===== src/rtl/pool_stream_top.sv =====
`default_nettype none
// ============================================================================
//  Module      : pool_stream_top
//  Description : Streaming channel-parallel KxK max/average pooling. Pixels
//                arrive in raster order with a valid/ready handshake; partial
//                window results live in a row buffer of IMG_W/K entries, and
//                one pooled pixel per channel leaves per completed window.
//  Revision    : 1.0 - initial release
// ============================================================================
module pool_stream_top #(
    parameter int BITS    = 16,
    parameter int CH      = 8,
    parameter int IMG_W   = 24,
    parameter int IMG_H   = 24,
    parameter int K       = 2,
    parameter int K_SHIFT = 1
) (
    input  logic                 clk_in,
    input  logic                 rst,
    input  logic                 start,
    input  logic                 mode,
    input  logic                 in_valid,
    output logic                 in_ready,
    input  logic [CH*BITS-1:0]   data_in,
    output logic                 out_valid,
    input  logic                 out_ready,
    output logic [CH*BITS-1:0]   data_out,
    output logic                 out_last,
    output logic                 busy,
    output logic                 done
);

    // Accumulator holds a full KxK sum without overflow.
    localparam int c_ACC_W  = BITS + 2 * K_SHIFT;
    localparam int c_GROUPS = IMG_W / K;
    localparam int c_COL_W  = $clog2(IMG_W);
    localparam int c_ROW_W  = $clog2(IMG_H);
    localparam int c_GIDX_W = (c_GROUPS > 1) ? $clog2(c_GROUPS) : 1;

    localparam logic [1:0] c_S_IDLE = 2'd0;
    localparam logic [1:0] c_S_RUN  = 2'd1;
    localparam logic [1:0] c_S_DONE = 2'd2;

    logic [1:0]            r_state;
    logic                  r_mode;
    logic [c_COL_W-1:0]    r_col;
    logic [c_ROW_W-1:0]    r_row;
    logic                  r_all_in;
    logic [CH*c_ACC_W-1:0] r_hacc;
    logic [CH*c_ACC_W-1:0] r_rowbuf [0:c_GROUPS-1];
    logic                  r_out_valid;
    logic [CH*BITS-1:0]    r_data_out;
    logic                  r_out_last;

    logic                  w_in_ready;
    logic                  w_accept;
    logic                  w_out_fire;
    logic                  w_grp_first;
    logic                  w_grp_end;
    logic                  w_row_first;
    logic                  w_row_end;
    logic                  w_col_end;
    logic                  w_row_last;
    logic                  w_win_done;
    logic [c_GIDX_W-1:0]   w_gidx;
    logic [CH*c_ACC_W-1:0] w_hval_all;
    logic [CH*c_ACC_W-1:0] w_wr_all;
    logic [CH*BITS-1:0]    w_out_all;

    // A stalled full output register blocks every beat, so a completing
    // beat can never overwrite an unconsumed result.
    assign w_in_ready  = (r_state == c_S_RUN) & ~(r_out_valid & ~out_ready) & ~r_all_in;
    assign w_accept    = in_valid & w_in_ready;
    assign w_out_fire  = r_out_valid & out_ready;
    assign w_grp_first = (r_col[K_SHIFT-1:0] == '0);
    assign w_grp_end   = (r_col[K_SHIFT-1:0] == K_SHIFT'(K - 1));
    assign w_row_first = (r_row[K_SHIFT-1:0] == '0);
    assign w_row_end   = (r_row[K_SHIFT-1:0] == K_SHIFT'(K - 1));
    assign w_col_end   = (r_col == c_COL_W'(IMG_W - 1));
    assign w_row_last  = (r_row == c_ROW_W'(IMG_H - 1));
    assign w_win_done  = w_accept & w_grp_end & w_row_end;
    assign w_gidx      = c_GIDX_W'(r_col >> K_SHIFT);

    // Per-channel datapath: horizontal reduction, vertical combine with the
    // row buffer entry, and final scaling to the output width.
    for (genvar g = 0; g < CH; g++) begin : g_ch
        logic signed [BITS-1:0]    w_pix;
        logic signed [c_ACC_W-1:0] w_pix_ext;
        logic signed [c_ACC_W-1:0] w_hacc;
        logic signed [c_ACC_W-1:0] w_hval;
        logic signed [c_ACC_W-1:0] w_buf;
        logic signed [c_ACC_W-1:0] w_comb;

        assign w_pix     = data_in[g*BITS +: BITS];
        assign w_pix_ext = {{(2*K_SHIFT){w_pix[BITS-1]}}, w_pix};
        assign w_hacc    = r_hacc[g*c_ACC_W +: c_ACC_W];
        assign w_hval    = w_grp_first ? w_pix_ext :
                           (r_mode ? (w_hacc + w_pix_ext) :
                                     ((w_pix_ext > w_hacc) ? w_pix_ext : w_hacc));
        assign w_buf     = r_rowbuf[w_gidx][g*c_ACC_W +: c_ACC_W];
        assign w_comb    = r_mode ? (w_buf + w_hval) :
                                    ((w_hval > w_buf) ? w_hval : w_buf);

        assign w_hval_all[g*c_ACC_W +: c_ACC_W] = w_hval;
        assign w_wr_all[g*c_ACC_W +: c_ACC_W]   = w_row_first ? w_hval : w_comb;
        // Arithmetic shift floors toward -inf; the mean always fits in BITS.
        assign w_out_all[g*BITS +: BITS] = r_mode ? BITS'(w_comb >>> (2 * K_SHIFT))
                                                  : BITS'(w_comb);
    end

    // Frame control: state, latched mode and raster position counters.
    always_ff @(posedge clk_in) begin
        if (rst) begin
            r_state  <= c_S_IDLE;
            r_mode   <= 1'b0;
            r_col    <= '0;
            r_row    <= '0;
            r_all_in <= 1'b0;
        end else begin
            case (r_state)
                c_S_IDLE: begin
                    if (start) begin
                        r_state  <= c_S_RUN;
                        r_mode   <= mode;
                        r_col    <= '0;
                        r_row    <= '0;
                        r_all_in <= 1'b0;
                    end
                end
                c_S_RUN: begin
                    if (w_accept) begin
                        if (w_col_end) begin
                            r_col <= '0;
                            r_row <= w_row_last ? '0 : (r_row + c_ROW_W'(1));
                            if (w_row_last) begin
                                r_all_in <= 1'b1;
                            end
                        end else begin
                            r_col <= r_col + c_COL_W'(1);
                        end
                    end
                    if (w_out_fire && r_out_last) begin
                        r_state <= c_S_DONE;
                    end
                end
                c_S_DONE: begin
                    r_state <= c_S_IDLE;
                end
                default: begin
                    r_state <= c_S_IDLE;
                end
            endcase
        end
    end

    // Horizontal accumulator follows every accepted beat.
    always_ff @(posedge clk_in) begin
        if (rst) begin
            r_hacc <= '0;
        end else if (w_accept) begin
            r_hacc <= w_hval_all;
        end
    end

    // Row buffer stores group results for every row of a window but the last;
    // it needs no reset because each entry is written before it is read.
    always_ff @(posedge clk_in) begin
        if (w_accept && w_grp_end && !w_row_end) begin
            r_rowbuf[w_gidx] <= w_wr_all;
        end
    end

    // Output register: loads on window completion, clears when consumed.
    always_ff @(posedge clk_in) begin
        if (rst) begin
            r_out_valid <= 1'b0;
            r_data_out  <= '0;
            r_out_last  <= 1'b0;
        end else if (w_win_done) begin
            r_out_valid <= 1'b1;
            r_data_out  <= w_out_all;
            r_out_last  <= w_col_end & w_row_last;
        end else if (w_out_fire) begin
            r_out_valid <= 1'b0;
        end
    end

    assign in_ready  = w_in_ready;
    assign out_valid = r_out_valid;
    assign data_out  = r_data_out;
    assign out_last  = r_out_last;
    assign busy      = (r_state != c_S_IDLE);
    assign done      = (r_state == c_S_DONE);

endmodule
`default_nettype wire


===== config.mk =====
export PLATFORM = sky130hd
export DESIGN_NAME = pool_stream_top
export DESIGN_NICKNAME = d
export VERILOG_FILES = /design/src/rtl/pool_stream_top.sv
export SDC_FILE = /design/constraint.sdc
export NUM_CORES = 2
export LEC_CHECK = 0
export CAP_MARGIN = 20
export CORE_ASPECT_RATIO = 1.75
export CORE_MARGIN = 5
export CORE_UTILIZATION = 55
export DETAILED_ROUTE_END_ITERATION = 16
export PLACE_DENSITY = 0.71
export SLEW_MARGIN = 20
export SYNTH_ARGS = -nofsm -noshare
export SYNTH_HDL_FRONTEND = slang
export SYNTH_SLANG_ARGS = --single-unit
export TNS_END_PERCENT = 5

===== constraint.sdc =====
create_clock -name clk_in -period 23.2 [get_ports clk_in]
set_input_delay 3.48 -clock clk_in [delete_from_list [all_inputs] [get_ports clk_in]]
set_output_delay 3.48 -clock clk_in [all_outputs]
set_load 0.005 [all_outputs]

# After elaboration in Yosys (flattened, before gate mapping)

Memory sizes are Yosys's and may differ from the RTL's. A register that Yosys moved wholly into a read port is not among the register bits.
Cells that the tools add are included.

Divide/modulo/power cells: 0
Add/subtract/negate cells: 18
Shift-type cells: 0
Multiplexer cells: 78
Magnitude comparators: 16
Multiply operators: 0
Reductions and logical operators: 13
Bitwise gates (word level): 11
Eq/ne operators: 9

Operator list:

| cell                                                 | count |
|---|---|
| two-way mux 18 bit                                   | 48 |
| adder 18 x 16 -> 18 bit                              | 8 |
| adder 18 bit                                         | 8 |
| greater-than comparator 16 x 18 -> 1 bit             | 8 |
| greater-than comparator 18 bit                       | 8 |
| two-way mux 16 bit                                   | 8 |
| two-way mux 5 bit                                    | 6 |
| case mux 5 bit (2 select lines)                      | 2 |
| adder 5 x 1 -> 5 bit (second input constant)         | 2 |
| equality test 5 bit (second input constant)          | 2 |
| AND 1 bit                                            | 8 |
| two-way mux 1 bit                                    | 8 |
| two-way mux 4 bit                                    | 2 |
| inequality test 2 bit (second input constant)        | 4 |
| nonzero test 2 bit                                   | 3 |
| AND reduction 5 bit                                  | 1 |
| two-way mux 2 bit                                    | 2 |
| case mux 2 bit (2 select lines)                      | 1 |
| AND reduction 2 bit                                  | 2 |
| AND reduction 4 bit                                  | 1 |
| logical AND 1 bit                                    | 3 |
| NOT 1 bit                                            | 3 |
| AND reduction 3 bit                                  | 1 |
| equality test 2 x 1 -> 1 bit (second input constant) | 1 |
| 5 further kinds                                      | 5 |

RAM bits: 1,728
Bits in registers: 288
Bits in latches: 0
Bits in read-only memories: 0
Memories kept: 1
Word-level logic and storage cells: 155

Memories:

| name     | depth | width | rd ports | clocked after Yosys merged registers in | wr ports | RTL line | RTL |
|---|---|---|---|---|---|---|---|
| r_rowbuf | 12    | 144   | 1        | 1                                       | 1        | 50       | `logic [CH*c_ACC_W-1:0] r_rowbuf [0:c_GROUPS-1];` |

# Depth between registers and ports, before layout

Depth in word-level cells: 10
Mapped depth: 28

# Worst setup path before layout

OpenSTA, ideal clock, no wires.

Path kind: in2reg
Start point: in out_ready
End point: mem r_rowbuf[8][0] (netlist name), enable pin
Path slack: 7.658 ns
Stages on the path: 7
Data required time: 22.377 ns
Arrival time: 14.719 ns
Path buffers: 1
Library setup time: 0.823 ns
Path through: nor2b_1 -> nor3_1 -> and2_1 -> clkbuf_1 -> nand2_1 -> or4b_2 -> nor3_1

Longest elaborated chain between the ends: 10

Ends and longest elaborated chain:

| item                                    | RTL line | RTL |
|---|---|---|
| from (decl)                             | 26       | `input logic out_ready,` |
| NOT 1 bit                               | 72       | `assign w_in_ready = (r_state == c_S_RUN) & ~(r_out_valid & ~out_ready) & ~r_all_in;` |
| AND 1 bit                               | 72       |  |
| NOT 1 bit                               | 72       |  |
| AND 1 bit (2 in series)                 | 72       |  |
| via in_ready                            | 23       | `output logic in_ready,` |
| AND 1 bit                               | 73       | `assign w_accept = in_valid & w_in_ready;` |
| logical AND 1 bit (2 in series)         | 168      | `if (w_accept && w_grp_end && !w_row_end) begin` |
| two-way mux 1 bit                       | 168      |  |
| two-way mux 1 bit (not written as such) | 169      | `r_rowbuf[w_gidx] <= w_wr_all;` |
| to (decl)                               | 50       |  |

The timed path passes the listed nets, and every way through them passes these cells.

# Final worst setup path

Start point: in data_in[28]
End point: mem r_rowbuf[2][24] (netlist name), data pin

Longest elaborated chain between the ends: 8
Elaborated cells between the ends (all ways): 10

Ends and longest elaborated chain:

| item                                         | RTL line | RTL |
|---|---|---|
| from (decl)                                  | 24       | `input logic [CH*BITS-1:0] data_in,` |
| greater-than comparator 16 x 18 -> 1 bit (*) | 99       | `((w_pix_ext > w_hacc) ? w_pix_ext : w_hacc));` |
| two-way mux 18 bit (*)                       | 99       |  |
| two-way mux 18 bit (*)                       | 98       | `(r_mode ? (w_hacc + w_pix_ext) :` |
| two-way mux 18 bit (*)                       | 97       | `assign w_hval = w_grp_first ? w_pix_ext :` |
| via g_ch[1].w_hval[3]                        | 90       | `logic signed [c_ACC_W-1:0] w_hval;` |
| greater-than comparator 18 bit               | 102      | `((w_hval > w_buf) ? w_hval : w_buf);` |
| two-way mux 18 bit                           | 102      |  |
| two-way mux 18 bit (*)                       | 101      | `assign w_comb = r_mode ? (w_buf + w_hval) :` |
| two-way mux 18 bit (*)                       | 105      | `assign w_wr_all[g*c_ACC_W +: c_ACC_W] = w_row_first ? w_hval : w_comb;` |
| via w_wr_all[24]                             | 67       | `logic [CH*c_ACC_W-1:0] w_wr_all;` |

The timed path passes the listed nets; every way through them passes the cells marked *.

==> run summary <==
Critical R2R Capture: r_rowbuf[4][84]$_DFFE_PP_
Syn Area/Cell: 12.6 sq um
fmax: 0.0971 GHz
Hold Fails Final Rpt: 0
R2R depth: 18
worst rel slew slack: 0.163
Post-Layout Cell Count: 11000
Final min period: 10.30 ns
Setup TNS Final: 0 ns
final number of setup-violating endpoints: 0
Post CTS Setup Buffer Count: 0
CP most frequent cell: a221oi_1
Routed Antenna Nets: 0
1st-pass router iterations: 5
via count: 73000
CP Cell Sequence: clkdlybuf4s50_1, ha_1, inv_1, o31ai_1, a221oi_1, a211o_1, nand2_1, o22ai_1, a221oi_1, ha_1, a21oi_1, nor2_1, o21ai_0, o211ai_1, a211oi_1, mux2_2, nand2_1, o22ai_1, a221oi_1
Critical Path Source Type: primary input
Critical-path top delay cell: a221oi_1
Final Max Slew Viols: 0
clock slew at reported path FFs: 0.07 ns
critical path type: in2reg
Setup crit end: r_rowbuf[2][24]$_DFFE_PP_
sequential standard cell area: 57800 sq um
Seq/Total Area, Yosys: 0.558
total wire length: 322000 microns
initial core utilization: 0.553
hold crit path type: reg2reg
Synth warnings: 0
DRT iter0 DRCs: 8451
P&R area growth vs syn: 11.3%
number of max-cap violations: 0
Cells after Synth: 8224
Required @ worst endpoint: 23.66 ns
Final WS setup: 12.90 ns
Wirelength per Cell: 29.2 microns
Cells on Worst Hold Path: 2
Fill cells: 14200
RePlAce Congestion: 0.962
number of global-route vias before repair: 72300
clk_skew: 0.0741 ns
Final period util: 0.444
critical path's largest stage delay: 0.97 ns
power per cell area: 73.5 nW/um^2
first-pass GRT wire length: 469000 microns
mapped cell area: 104000 sq um
crit-path max FO: 19
htree depth: 4
Synth top area share: 0.501
total gr overflow: 0
multi-input logic area: 42300 sq um
CTS tree: built
Post-synth ARST share: 0
Root Driver: clkbuf_16
Max Buffers Root-to-Sink: 4
Leakage: 39.1 nW
number of port buffers: 266
placed insts: 10700
Overall Global Routing Usage: 0.320
ys flop type: edfxtp_1
status: finished, final reports clean
RSZ-0062 raised after global routing: false
die area: 197000 sq um
largest net degree at the start of global routing: 128
layout cells sized above 1: 0.119
CTS sink count: 2020
Post-DP HPWL: 210000 microns
IO Count: 267
Setup crit end kind: register
cell with the most instances after synthesis: edfxtp_1
Worst VDD drop: 53.6 uV
Post-synth EDFFs: 1728
cts bufs inserted: 185
Worst EP arrival: 10.76 ns
core area: 187000 sq um
Synth cell types: 95
Post-CTS Resized: 0
Hold-fix buffers, CTS: 0
initial antenna violation count: 45
Layout Nets: 9128
cell row count: 210
FF-to-FF setup slack: 14.47 ns
Synth Net Count: 8936
Die X-Extent: 338 microns
Place WS: 12.22 ns
Synth area leader: edfxtp_1
Slew @ Worst Pin: 1.24 ns
synthesized flop and latch total: 2020
vias per inst: 6.62
top cells by area, synth: edfxtp_1, mux4_2, ha_1
clock latency on the worst-skew pair: 0.87 ns
synth cell count leaders: edfxtp_1, a21oi_1, nor2_1
Die Height: 584 microns
CP Launch Point: data_in[28]
Remaining DRCs: 0
layout by cell type (no fill, tap or decap), types with 34 or more instances in the layout:
master and count:
a22oi_1 35, a21o_1 65, o21bai_1 70, o22ai_1 219
xnor2_1 185, o21a_1 38, nand2b_1 51, dfxtp_1 285
nor4_1 34, nand2_1 524, a221oi_1 57, nand3_1 71
a21oi_1 700, ha_1 562, inv_1 536, mux4_2 432
mux2i_1 173, buf_4 161, o21ai_0 345, o31ai_1 44
nor3_1 127, xor2_1 49, o211ai_1 44, clkdlybuf4s50_1 265
clkinv_2 34, clkbuf_16 187, nor2b_1 81, a211oi_1 92
edfxtp_1 1728, a31oi_1 49, nand4_1 37, nor2_1 590
critical path: cells and delay by family:
kind / cells / cell delay [ns]
buf+inv: 2 / 0.59
fa+ha+maj: 2 / 0.90
mux: 1 / 0.60
compound gates: 11 / 4.04
simple gates: 3 / 1.13
flip-flops by register name (all words and copies together) (netlist names), named ones only:
name / cells
r_row: 5
r_hacc: 144
r_state: 2
out_valid: 1
out_last: 1
r_rowbuf: 1728
r_mode: 1
r_col: 5
r_all_in: 1
data_out: 128
layer usage:
| layer | wire length (microns) | GRT usage | share of wire |
|---|---|---|---|
| met5 | 223 | 0 | 0.00069 |
| met4 | 14800 | 0.132 | 0.046 |
| met1 | 120000 | 0.422 | 0.37 |
| met2 | 150000 | 0.513 | 0.47 |
| met3 | 36400 | 0.0781 | 0.11 |
layout make-up:
cell class,count,area share
diodes,26,0.000565
clock buffers,223,0.0422
clock inverters,107,0.00851
inverters,541,0.0177
multi-input cells,5222,0.367
flip-flops and latches,2020,0.501
well taps,2438,0.0265
repair buffers,446,0.0360
where the power goes:
group          internal, mW  switching (mW)  total, mW
combinational         0.447           0.902       1.35
sequential             4.10          0.0199       4.12
clock                  1.65            1.35       3.00
per-stage QoR:
step	power, mW	utilization	instance area (sq um)	hold WS [ns]
2_1_floorplan	5.07	-	104000	0.436
3_3_place_gp	5.47	0.583	109000	0.440
3_5_place_dp	5.50	0.584	109000	0.449
4_1_cts	8.46	0.615	115000	0.470
5_1_grt	8.75	0.615	115000	0.488
6_report	8.47	0.616	115000	0.475
worst min-delay path by stage:
stage	from	endpoint	slack, ns
after floorplan	r_hacc[53]$_SDFFE_PP0P_	r_hacc[53]$_SDFFE_PP0P_	0.44
after global placement	data_out[62]$_SDFFE_PP0P_	data_out[62]$_SDFFE_PP0P_	0.44
after detailed placement	data_out[80]$_SDFFE_PP0P_	data_out[80]$_SDFFE_PP0P_	0.45
after CTS	data_out[80]$_SDFFE_PP0P_	data_out[80]$_SDFFE_PP0P_	0.47
after global routing	data_out[32]$_SDFFE_PP0P_	data_out[32]$_SDFFE_PP0P_	0.49
final	data_out[62]$_SDFFE_PP0P_	data_out[62]$_SDFFE_PP0P_	0.47
kinds of logic (layout without fill, tap and decap cells):
family | count (synthesis) | in the layout | synth area share
DFF | 2020 | 2020 | 0.558
buffers and inverters | 982 | 1317 | 0.0366
muxes | 615 | 615 | 0.112
xor gates and xnor gates | 234 | 234 | 0.0198
other | 0 | 26 | 0
adders and majority gates | 578 | 578 | 0.0710
AOI/OAI and AO/OA | 2102 | 2102 | 0.129
and+or+nand+nor | 1693 | 1693 | 0.0736
Power figures use the tool's default switching activity.
